File: config.mk
export PLATFORM = sky130hd
export DESIGN_NAME = bus_responder_flat
export DESIGN_NICKNAME = d
export VERILOG_FILES = /design/src/rtl/bus_responder_pkg.sv /design/src/rtl/bus_responder_if.sv /design/src/rtl/bus_responder_prio_onehot.sv /design/src/rtl/bus_responder.sv /design/src/flat_wrapper.sv
export SDC_FILE = /design/constraint.sdc
export NUM_CORES = 1
export LEC_CHECK = 0
export ABC_AREA = 1
export CAP_MARGIN = 20
export CELL_PAD_IN_SITES_DETAIL_PLACEMENT = 0
export CELL_PAD_IN_SITES_GLOBAL_PLACEMENT = 1
export CORE_ASPECT_RATIO = 0.8
export CORE_UTILIZATION = 25
export DETAILED_ROUTE_END_ITERATION = 10
export PLACE_DENSITY_LB_ADDON = 0.1
export REMOVE_ABC_BUFFERS = 1
export SLEW_MARGIN = 20
export SYNTH_ARGS = -nofsm -noshare
export SYNTH_HDL_FRONTEND = slang
export SYNTH_SLANG_ARGS = --single-unit
File: constraint.sdc
create_clock -name clk -period 4.2 [get_ports clk]
set_clock_uncertainty 0.05 [all_clocks]
set_input_delay 0.84 -clock clk [delete_from_list [all_inputs] [get_ports clk]]
set_output_delay 0.84 -clock clk [all_outputs]
set_load 0.05 [all_outputs]
File: src/rtl/bus_responder_pkg.sv
// Shared constants for the CPU-side bus responder and the address decoder.
package bus_pkg;

   localparam int unsigned NUM_DEV_DEFAULT   = 8;
   localparam logic [31:0] ERR_RDATA_DEFAULT = 32'h0000_0000;

   // Device slot indices; only slot 0 is assigned, the rest are reserved.
   localparam int unsigned DEV_MEM = 0;

   localparam logic [1:0] S_IDLE = 2'd0;
   localparam logic [1:0] S_WAIT = 2'd1;
   localparam logic [1:0] S_RESP = 2'd2;

   function automatic int unsigned idx_width(input int unsigned n);
      return (n > 1) ? $clog2(n) : 1;
   endfunction

endpackage

File: src/rtl/bus_responder_if.sv
// CPU request/response and per-device handshake bundle for bus_responder.
interface bus_responder_if #(
   parameter int unsigned NUM_DEV = bus_pkg::NUM_DEV_DEFAULT
);
   logic                    mem_valid;
   logic [NUM_DEV-1:0]      enables;
   logic [NUM_DEV-1:0]      dev_ready;
   logic [32*NUM_DEV-1:0]   dev_rdata;
   logic [NUM_DEV-1:0]      dev_valid;
   logic                    mem_ready;
   logic [31:0]             mem_rdata;
   logic                    bus_error;
   logic [7:0]              err_count;

   modport slave (
      input  mem_valid, enables, dev_ready, dev_rdata,
      output dev_valid, mem_ready, mem_rdata, bus_error, err_count
   );

   modport master (
      output mem_valid, enables, dev_ready, dev_rdata,
      input  dev_valid, mem_ready, mem_rdata, bus_error, err_count
   );
endinterface

File: src/rtl/bus_responder_prio_onehot.sv
// Lowest-set-bit priority picker: one-hot grant, binary index and any-set flag.
module prio_onehot #(
   parameter int unsigned N  = 8,
   parameter int unsigned IW = (N > 1) ? $clog2(N) : 1
) (
   input  logic [N-1:0]  req,
   output logic [N-1:0]  onehot,
   output logic [IW-1:0] idx,
   output logic          any
);

   // Scan from the top down so the lowest set bit is the final assignment.
   always_comb begin
      onehot = '0;
      idx    = '0;
      any    = |req;
      for (int unsigned i = N; i > 0; i--) begin
         if (req[i-1]) begin
            onehot      = '0;
            onehot[i-1] = 1'b1;
            idx         = IW'(i - 1);
         end
      end
   end

endmodule

File: src/rtl/bus_responder.sv
// Completes CPU bus accesses: forwards a one-hot request, waits for the device
// (or a timeout), then returns a single-cycle mem_ready with registered data.
module bus_responder
   import bus_pkg::*;
#(
   parameter int unsigned NUM_DEV   = NUM_DEV_DEFAULT,
   parameter int unsigned TIMEOUT   = 16,
   parameter logic [31:0] ERR_RDATA = ERR_RDATA_DEFAULT
) (
   input  logic           clk,
   input  logic           reset,
   bus_responder_if.slave bus
);

   localparam int unsigned IW      = idx_width(NUM_DEV);
   localparam logic [7:0]  TO_LAST = 8'(TIMEOUT - 1);

   logic [1:0]         state;
   logic [7:0]         cnt;
   logic [IW-1:0]      sel_q;
   logic [NUM_DEV-1:0] dev_valid;
   logic               mem_ready;
   logic [31:0]        mem_rdata;
   logic               bus_error;
   logic [7:0]         err_count;

   logic [NUM_DEV-1:0] pick_onehot;
   logic [IW-1:0]      pick_idx;
   logic               pick_any;
   logic               sel_ready;
   logic [31:0]        sel_rdata;

   prio_onehot #(.N(NUM_DEV), .IW(IW)) u_pick (
      .req    (bus.enables),
      .onehot (pick_onehot),
      .idx    (pick_idx),
      .any    (pick_any)
   );

   always_comb begin
      sel_ready = 1'b0;
      sel_rdata = '0;
      for (int unsigned i = 0; i < NUM_DEV; i++) begin
         if (sel_q == IW'(i)) begin
            sel_ready = bus.dev_ready[i];
            sel_rdata = bus.dev_rdata[32*i +: 32];
         end
      end
   end

   always_ff @(posedge clk) begin
      if (reset) begin
         state     <= S_IDLE;
         cnt       <= '0;
         sel_q     <= '0;
         dev_valid <= '0;
         mem_ready <= 1'b0;
         mem_rdata <= '0;
         bus_error <= 1'b0;
         err_count <= '0;
      end else begin
         case (state)
            S_IDLE: begin
               if (bus.mem_valid) begin
                  sel_q <= pick_idx;
                  cnt   <= '0;
                  if (!pick_any) begin
                     state     <= S_RESP;
                     mem_ready <= 1'b1;
                     bus_error <= 1'b1;
                     mem_rdata <= ERR_RDATA;
                  end else begin
                     state     <= S_WAIT;
                     dev_valid <= pick_onehot;
                  end
               end
            end
            // Ready is tested before the timeout so a same-cycle ready still succeeds.
            S_WAIT: begin
               if (sel_ready) begin
                  state     <= S_RESP;
                  dev_valid <= '0;
                  mem_ready <= 1'b1;
                  bus_error <= 1'b0;
                  mem_rdata <= sel_rdata;
               end else if (cnt == TO_LAST) begin
                  state     <= S_RESP;
                  dev_valid <= '0;
                  mem_ready <= 1'b1;
                  bus_error <= 1'b1;
                  mem_rdata <= ERR_RDATA;
               end else begin
                  cnt <= cnt + 8'd1;
               end
            end
            S_RESP: begin
               state     <= S_IDLE;
               mem_ready <= 1'b0;
               bus_error <= 1'b0;
               if (bus_error && err_count != 8'hFF)
                  err_count <= err_count + 8'd1;
            end
            default: state <= S_IDLE;
         endcase
      end
   end

   assign bus.dev_valid = dev_valid;
   assign bus.mem_ready = mem_ready;
   assign bus.mem_rdata = mem_rdata;
   assign bus.bus_error = bus_error;
   assign bus.err_count = err_count;

endmodule

File: src/flat_wrapper.sv
// flat-port wrapper written by rule: the top's interface ports become plain ports
module bus_responder_flat import bus_pkg::*;
#(
   parameter int unsigned NUM_DEV   = NUM_DEV_DEFAULT,
   parameter int unsigned TIMEOUT   = 16,
   parameter logic [31:0] ERR_RDATA = ERR_RDATA_DEFAULT
)
  (clk, reset, bus_mem_valid, bus_enables, bus_dev_ready, bus_dev_rdata, bus_dev_valid, bus_mem_ready, bus_mem_rdata, bus_bus_error, bus_err_count);
  bus_responder_if #(.NUM_DEV(NUM_DEV)) bus_i ();
  input  logic clk;
  input  logic reset;
  input wire logic [$bits(bus_i.mem_valid)-1:0] bus_mem_valid;
  input wire logic [$bits(bus_i.enables)-1:0] bus_enables;
  input wire logic [$bits(bus_i.dev_ready)-1:0] bus_dev_ready;
  input wire logic [$bits(bus_i.dev_rdata)-1:0] bus_dev_rdata;
  output wire logic [$bits(bus_i.dev_valid)-1:0] bus_dev_valid;
  output wire logic [$bits(bus_i.mem_ready)-1:0] bus_mem_ready;
  output wire logic [$bits(bus_i.mem_rdata)-1:0] bus_mem_rdata;
  output wire logic [$bits(bus_i.bus_error)-1:0] bus_bus_error;
  output wire logic [$bits(bus_i.err_count)-1:0] bus_err_count;
  assign bus_i.mem_valid = bus_mem_valid;
  assign bus_i.enables = bus_enables;
  assign bus_i.dev_ready = bus_dev_ready;
  assign bus_i.dev_rdata = bus_dev_rdata;
  assign bus_dev_valid = bus_i.dev_valid;
  assign bus_mem_ready = bus_i.mem_ready;
  assign bus_mem_rdata = bus_i.mem_rdata;
  assign bus_bus_error = bus_i.bus_error;
  assign bus_err_count = bus_i.err_count;
  bus_responder #(.NUM_DEV(NUM_DEV), .TIMEOUT(TIMEOUT), .ERR_RDATA(ERR_RDATA)) u_core (.clk(clk), .reset(reset), .bus(bus_i));
endmodule
==> flow_summary.ini, run 1 <==
[status]
status = finished clean

[floorplan]
die_height_um = 128
rows = 45
ios = 325
core_sq_um = 19200
initial_core_util_pct = 25.9
fp.dieW_um = 160
fp.dieArea_sq_um = 20400

[setup_path]
worstPathRequired_ns = 4.34
cp-end-kind = register
crit_type = reg2reg
cp-start-kind = register
worstPathMaxFanout = 34
cp.arrival_ns = 3.01

[synthesis]
synth-edff-count = 0
ys_warn_count = 0
seq_area_frac_synth_pct = 25.4
async_flop_share_pct = 0
ys.flop_type = dfxtp_1
syn_avg_cell_area_sq_um = 5.67
synth_cells = 875
synth_seq_cells = 63
synth_area_sq_um = 4960
synth_cell_types = 35

[detailed_routing]
vias = 6577
drc = 0
via_per_inst = 4.58
drt_iter0_drc = 275
postRouteWirelength_um = 23000
dr.pass1.iters = 4
post_drt_wl_per_cell_um = 16.0
ant_nets = 0

[timing]
worst_pin_slew_ns = 0.834
maxSlewViolCount = 0
setup_viol = 0
setup_tns_ns = 0
hold_viol_final = 0
maxSlewHeadroom_pct = 44.1
rsz0062_at_grt = no
fmax_mhz = 348
fin_crit_ns = 2.87
min_period_over_period_pct = 68.4

[place]
dp_hpwl_um = 17200
port_buffers = 324
place_area_sq_um = 8420
gp_congestion = 0.834

[clock_network]
numCtsBuffers = 9
cts_resized = 0
cts_buffer_depth = 2
insertion_delay_ns = 0.33
cts_hold_buf = 0
post-cts-setup-buffers = 0
clk_pin_slew_ns = 0.05
tritoncts = done
h-tree-depth = 3
cts_sinks = 63
ctsRootBufferMaster = clkbuf_16

[layout]
final_core_util_pct = 45.7
final_common_cell = clkdlybuf4s50_1
fin_area_sq_um = 8770
area_growth_syn_to_layout_pct = 76.6
layout_common_cells = clkdlybuf4s50_1, nand2_1, nor2_1, nand3_1, dfxtp_1
layout-drive-gt1-share_pct = 7.55
antenna_cells = 0
nNetsFinal = 1451

[grt]
grt_usage_pct = 22.6
grt_pass1_vias = 6545
grt_start_max_net_pins = 52
grt_first_pass_wirelength_um = 35900
antenna_found_initial = 0
grt_overflow = 0

[flow_run]
drv_cap = 0

[power_and_ir_drop]
p_leak_nw = 3.55
p_per_area_nw_per_um2 = 276
ir_drop_uv = 181

[hold_path]
hp-class = reg2reg
[synthesized netlist by cell type, types with 2 or more instances]
| library cell | instances | share of area [%] |
|---|---|---|
| nand2_1 | 307 | 23 |
| nor2_1 | 97 | 7.3 |
| nand3_1 | 87 | 8.8 |
| dfxtp_1 | 63 | 25 |
| a21oi_1 | 60 | 6.0 |
| inv_1 | 57 | 4.3 |
| nand4_1 | 56 | 7.1 |
| or2_2 | 43 | 5.4 |
| clkbuf_1 | 26 | 2.0 |
| buf_2 | 12 | 1.2 |
| nor3_1 | 9 | 0.91 |
| o21ai_0 | 8 | 0.81 |
| a21boi_0 | 5 | 0.76 |
| buf_1 | 5 | 0.38 |
| xor2_1 | 4 | 0.71 |
| buf_6 | 3 | 0.68 |
| inv_2 | 3 | 0.23 |
| nand2_2 | 3 | 0.38 |
| nand3_2 | 3 | 0.60 |
| buf_4 | 2 | 0.30 |
| ha_1 | 2 | 0.50 |
| nand3b_1 | 2 | 0.30 |
| nor2_2 | 2 | 0.25 |
| nor3_2 | 2 | 0.40 |
| nor4_1 | 2 | 0.25 |
| o22ai_1 | 2 | 0.25 |
| xnor2_1 | 2 | 0.35 |
[final timing paths]
kind	startpoint	endpoint	slack (ns)	depth (start not counted)
worst max register to register	u_core.sel_q[2]	u_core.bus.mem_rdata[4]	1.33	8
worst min register to register	u_core.bus.mem_rdata[27]	u_core.bus.mem_rdata[27]	0.41	2
worst min-delay path	u_core.bus.mem_rdata[27]	u_core.bus.mem_rdata[27]	0.41	2
worst max-delay path	u_core.sel_q[2]	u_core.bus.mem_rdata[4]	1.33	8
[power by group]
part	leakage, nW	internal [mW]	switching [mW]	total [mW]
Clock	0.169	0.585	0.263	0.847
Combinational	2.87	0.412	0.487	0.898
Sequential	0.512	0.643	0.0271	0.670
Total	3.55	1.64	0.777	2.42
[through the flow]
step	hold WS (ns)	power (mW)	cells	setup slack (ns)
floorplan	0.398	1.11	826	1.33
global placement	0.398	1.59	1421	1.04
detailed placement	0.401	1.59	1421	0.985
CTS	0.410	2.45	1437	1.29
global route	0.425	2.56	1437	0.999
finish	0.408	2.42	1437	1.33
[flip-flops by register name, summed over array words and instances (netlist names)]
register and cells:
u_core.cnt 8, u_core.bus.mem_ready 1, u_core.bus.dev_valid 8, u_core.state 2
u_core.bus.err_count 8, u_core.sel_q 3, u_core.bus.mem_rdata 32, u_core.bus.bus_error 1
[critical path: stages (launching register included)]
cell and delay, ns:
dfxtp_1 0.50, inv_2 0.30, nor3_4 0.24, buf_4 0.29, nand2_1 0.14, nand3_2 0.24, nand3_2 0.63, nand2_1 0.23
a21oi_1 0.08
[per-layer routing]
| metal | track usage, % | vias to the layer above | part of all wire, % |
|---|---|---|---|
| li1 | - | 3435 | - |
| met1 | 26.1 | 2876 | 42 |
| met2 | 40.9 | 239 | 48 |
| met4 | 6.05 | 0 | 2.1 |
| met5 | 0 | - | 0 |
| met3 | 6.47 | 27 | 7.7 |
[area by class of cell]
cell class / instances / area (sq um)
inverters: 61 / 229
flip-flops and latches: 63 / 1260
clock inverters: 2 / 60.1
clock buffers: 14 / 284
repair buffers: 337 / 3350
well taps: 258 / 323
fillers: 2042 / 10400
multi-input cells: 702 / 3260
[kinds of logic after synthesis]
family                     count (synthesis)  share of synthesized area, %
and+or+nand+nor                          616                          55.5
buffers and inverters                    110                          9.25
AOI/OAI and AO/OA                         78                          8.29
DFF                                       63                          25.4
xor gates and xnor gates                   6                          1.06
adders and majority gates                  2                         0.504
(Power assumes the default switching activity.)
==> inputs of run 2 (changes only) <==
- CORE_UTILIZATION: 25 -> 21
- clock period: 4.2 -> 2.5 ns (I/O delays scaled with it)
==> run 2 against run 1 <==
Design area up 1.9%. Routed wire length up 6.3%. Critical endpoint is now u_core.cnt[7]. Largest cell class unchanged. Non-clock buffer count up 13.
==> flow_summary.ini, run 2 (same netlist as run 1, synthesis figures left out) <==
[grt]
grt_pass1_vias = 6653
grt_first_pass_wirelength_um = 38000
grt_start_max_net_pins = 48
grt_overflow = 0
antenna_found_initial = 1
grt_usage_pct = 20.1

[floorplan]
core_sq_um = 22800
rows = 49
initial_core_util_pct = 21.8
fp.dieArea_sq_um = 24300
ios = 325
fp.dieW_um = 174
die_height_um = 140

[clock_network]
cts_buffer_depth = 2
numCtsBuffers = 9
h-tree-depth = 3
ctsRootBufferMaster = clkbuf_16
cts_hold_buf = 0
clk_pin_slew_ns = 0.05
insertion_delay_ns = 0.33
cts_resized = 0
post-cts-setup-buffers = 0
tritoncts = done
cts_sinks = 63

[setup_path]
cp-end-kind = register
worstPathRequired_ns = 2.64
cp-start-kind = register
crit_type = reg2reg
cp.arrival_ns = 2.33
worstPathMaxFanout = 10

[flow_run]
drv_cap = 0

[power_and_ir_drop]
p_leak_nw = 3.62
p_per_area_nw_per_um2 = 452
ir_drop_uv = 303

[layout]
layout_common_cells = clkdlybuf4s50_1, nand2_1, nor2_1, nand3_1, dfxtp_1
nNetsFinal = 1464
n_fill_cell = 2476
final_common_cell = clkdlybuf4s50_1
finalNonFillerCells = 1498
area_growth_syn_to_layout_pct = 79.9
layout-drive-gt1-share_pct = 8.47
antenna_cells = 0
final_core_util_pct = 39.2
regMostFlops = u_core.bus.mem_rdata
largest_reg_flops = 32

[timing]
setup_viol = 0
fin_crit_ns = 2.19
rsz0062_at_grt = no
fmax_mhz = 457
min_period_over_period_pct = 87.5
worst_pin_slew_ns = 0.575
maxSlewViolCount = 0
hold_viol_final = 0
maxSlewHeadroom_pct = 61.6

[detailed_routing]
dr.pass1.iters = 5
drt_iter0_drc = 261
wl_met2_um = 11500
wl_met3_um = 1860
drc = 0
postRouteWirelength_um = 24500
ant_nets = 0
via_per_inst = 4.45
dr.max_layer_used = met5
wl_met1_um = 10900
vias = 6661
post_drt_wl_per_cell_um = 16.3

[place]
dp_hpwl_um = 19500
gp_congestion = 0.837
dpl.cell_count = 1482
port_buffers = 324

[hold_path]
hp-class = reg2reg

[status]
status = finished clean
[run 2: worst paths after layout]
path | start | to | slack [ns] | cells past startpoint
hold reg to reg | u_core.bus.mem_rdata[5] | u_core.bus.mem_rdata[5] | 0.41 | 2
hold / removal | u_core.bus.mem_rdata[5] | u_core.bus.mem_rdata[5] | 0.41 | 2
setup reg to reg | u_core.sel_q[1] | u_core.cnt[7] | 0.31 | 12
setup / recovery | u_core.sel_q[1] | u_core.cnt[7] | 0.31 | 12
[run 2: final cells by class]
cell class | instances | area [sq um] | area share, %
Clock buffer | 13 | 260 | 2.91
Clock inverter | 3 | 65.1 | 0.728
Inverter | 61 | 229 | 2.56
Multi-Input combinational cell | 702 | 3260 | 36.5
Sequential cell | 63 | 1260 | 14.1
Tap cell | 306 | 383 | 4.29
Timing Repair Buffer | 350 | 3470 | 38.9
[run 2: metal layers]
metal / GRT usage [%] / up-vias
met3: 5.74 / 18
met4: 3.60 / 2
met5: 0 / -
li1: - / 3464
met2: 34.8 / 228
met1: 24.9 / 2949
[run 2: through the flow]
step	hold WS (ns)	power [mW]	area, sq um	setup TNS (ns)	worst slack, ns
after detailed placement	0.401	2.70	8610	0	0.145
after global placement	0.397	2.70	8610	0	0.207
after CTS	0.409	4.10	8930	0	0.263
final	0.407	4.03	8930	0	0.312
after floorplan	0.398	1.86	4730	-13.22	-0.370
after global routing	0.422	4.27	8930	0	0.0690
[run 2: worst max-delay path: stages, from the launching register on]
cell and delay (ns):
dfxtp_1 0.45, inv_2 0.14, nor2_1 0.17, nand2_2 0.13, or2_0 0.22, nand2_1 0.07
nand4_1 0.06, nand2_1 0.12, nand2_2 0.09, nand2_2 0.19, nand2_2 0.17, nand2_1 0.11
a21oi_1 0.06
[run 2: power by group]
group	leakage, nW	switching (mW)	total [mW]	internal [mW]
registers	0.512	0.0494	1.13	1.08
clock network	0.160	0.446	1.37	0.926
logic	2.94	0.818	1.53	0.714
total	3.62	1.31	4.03	2.72
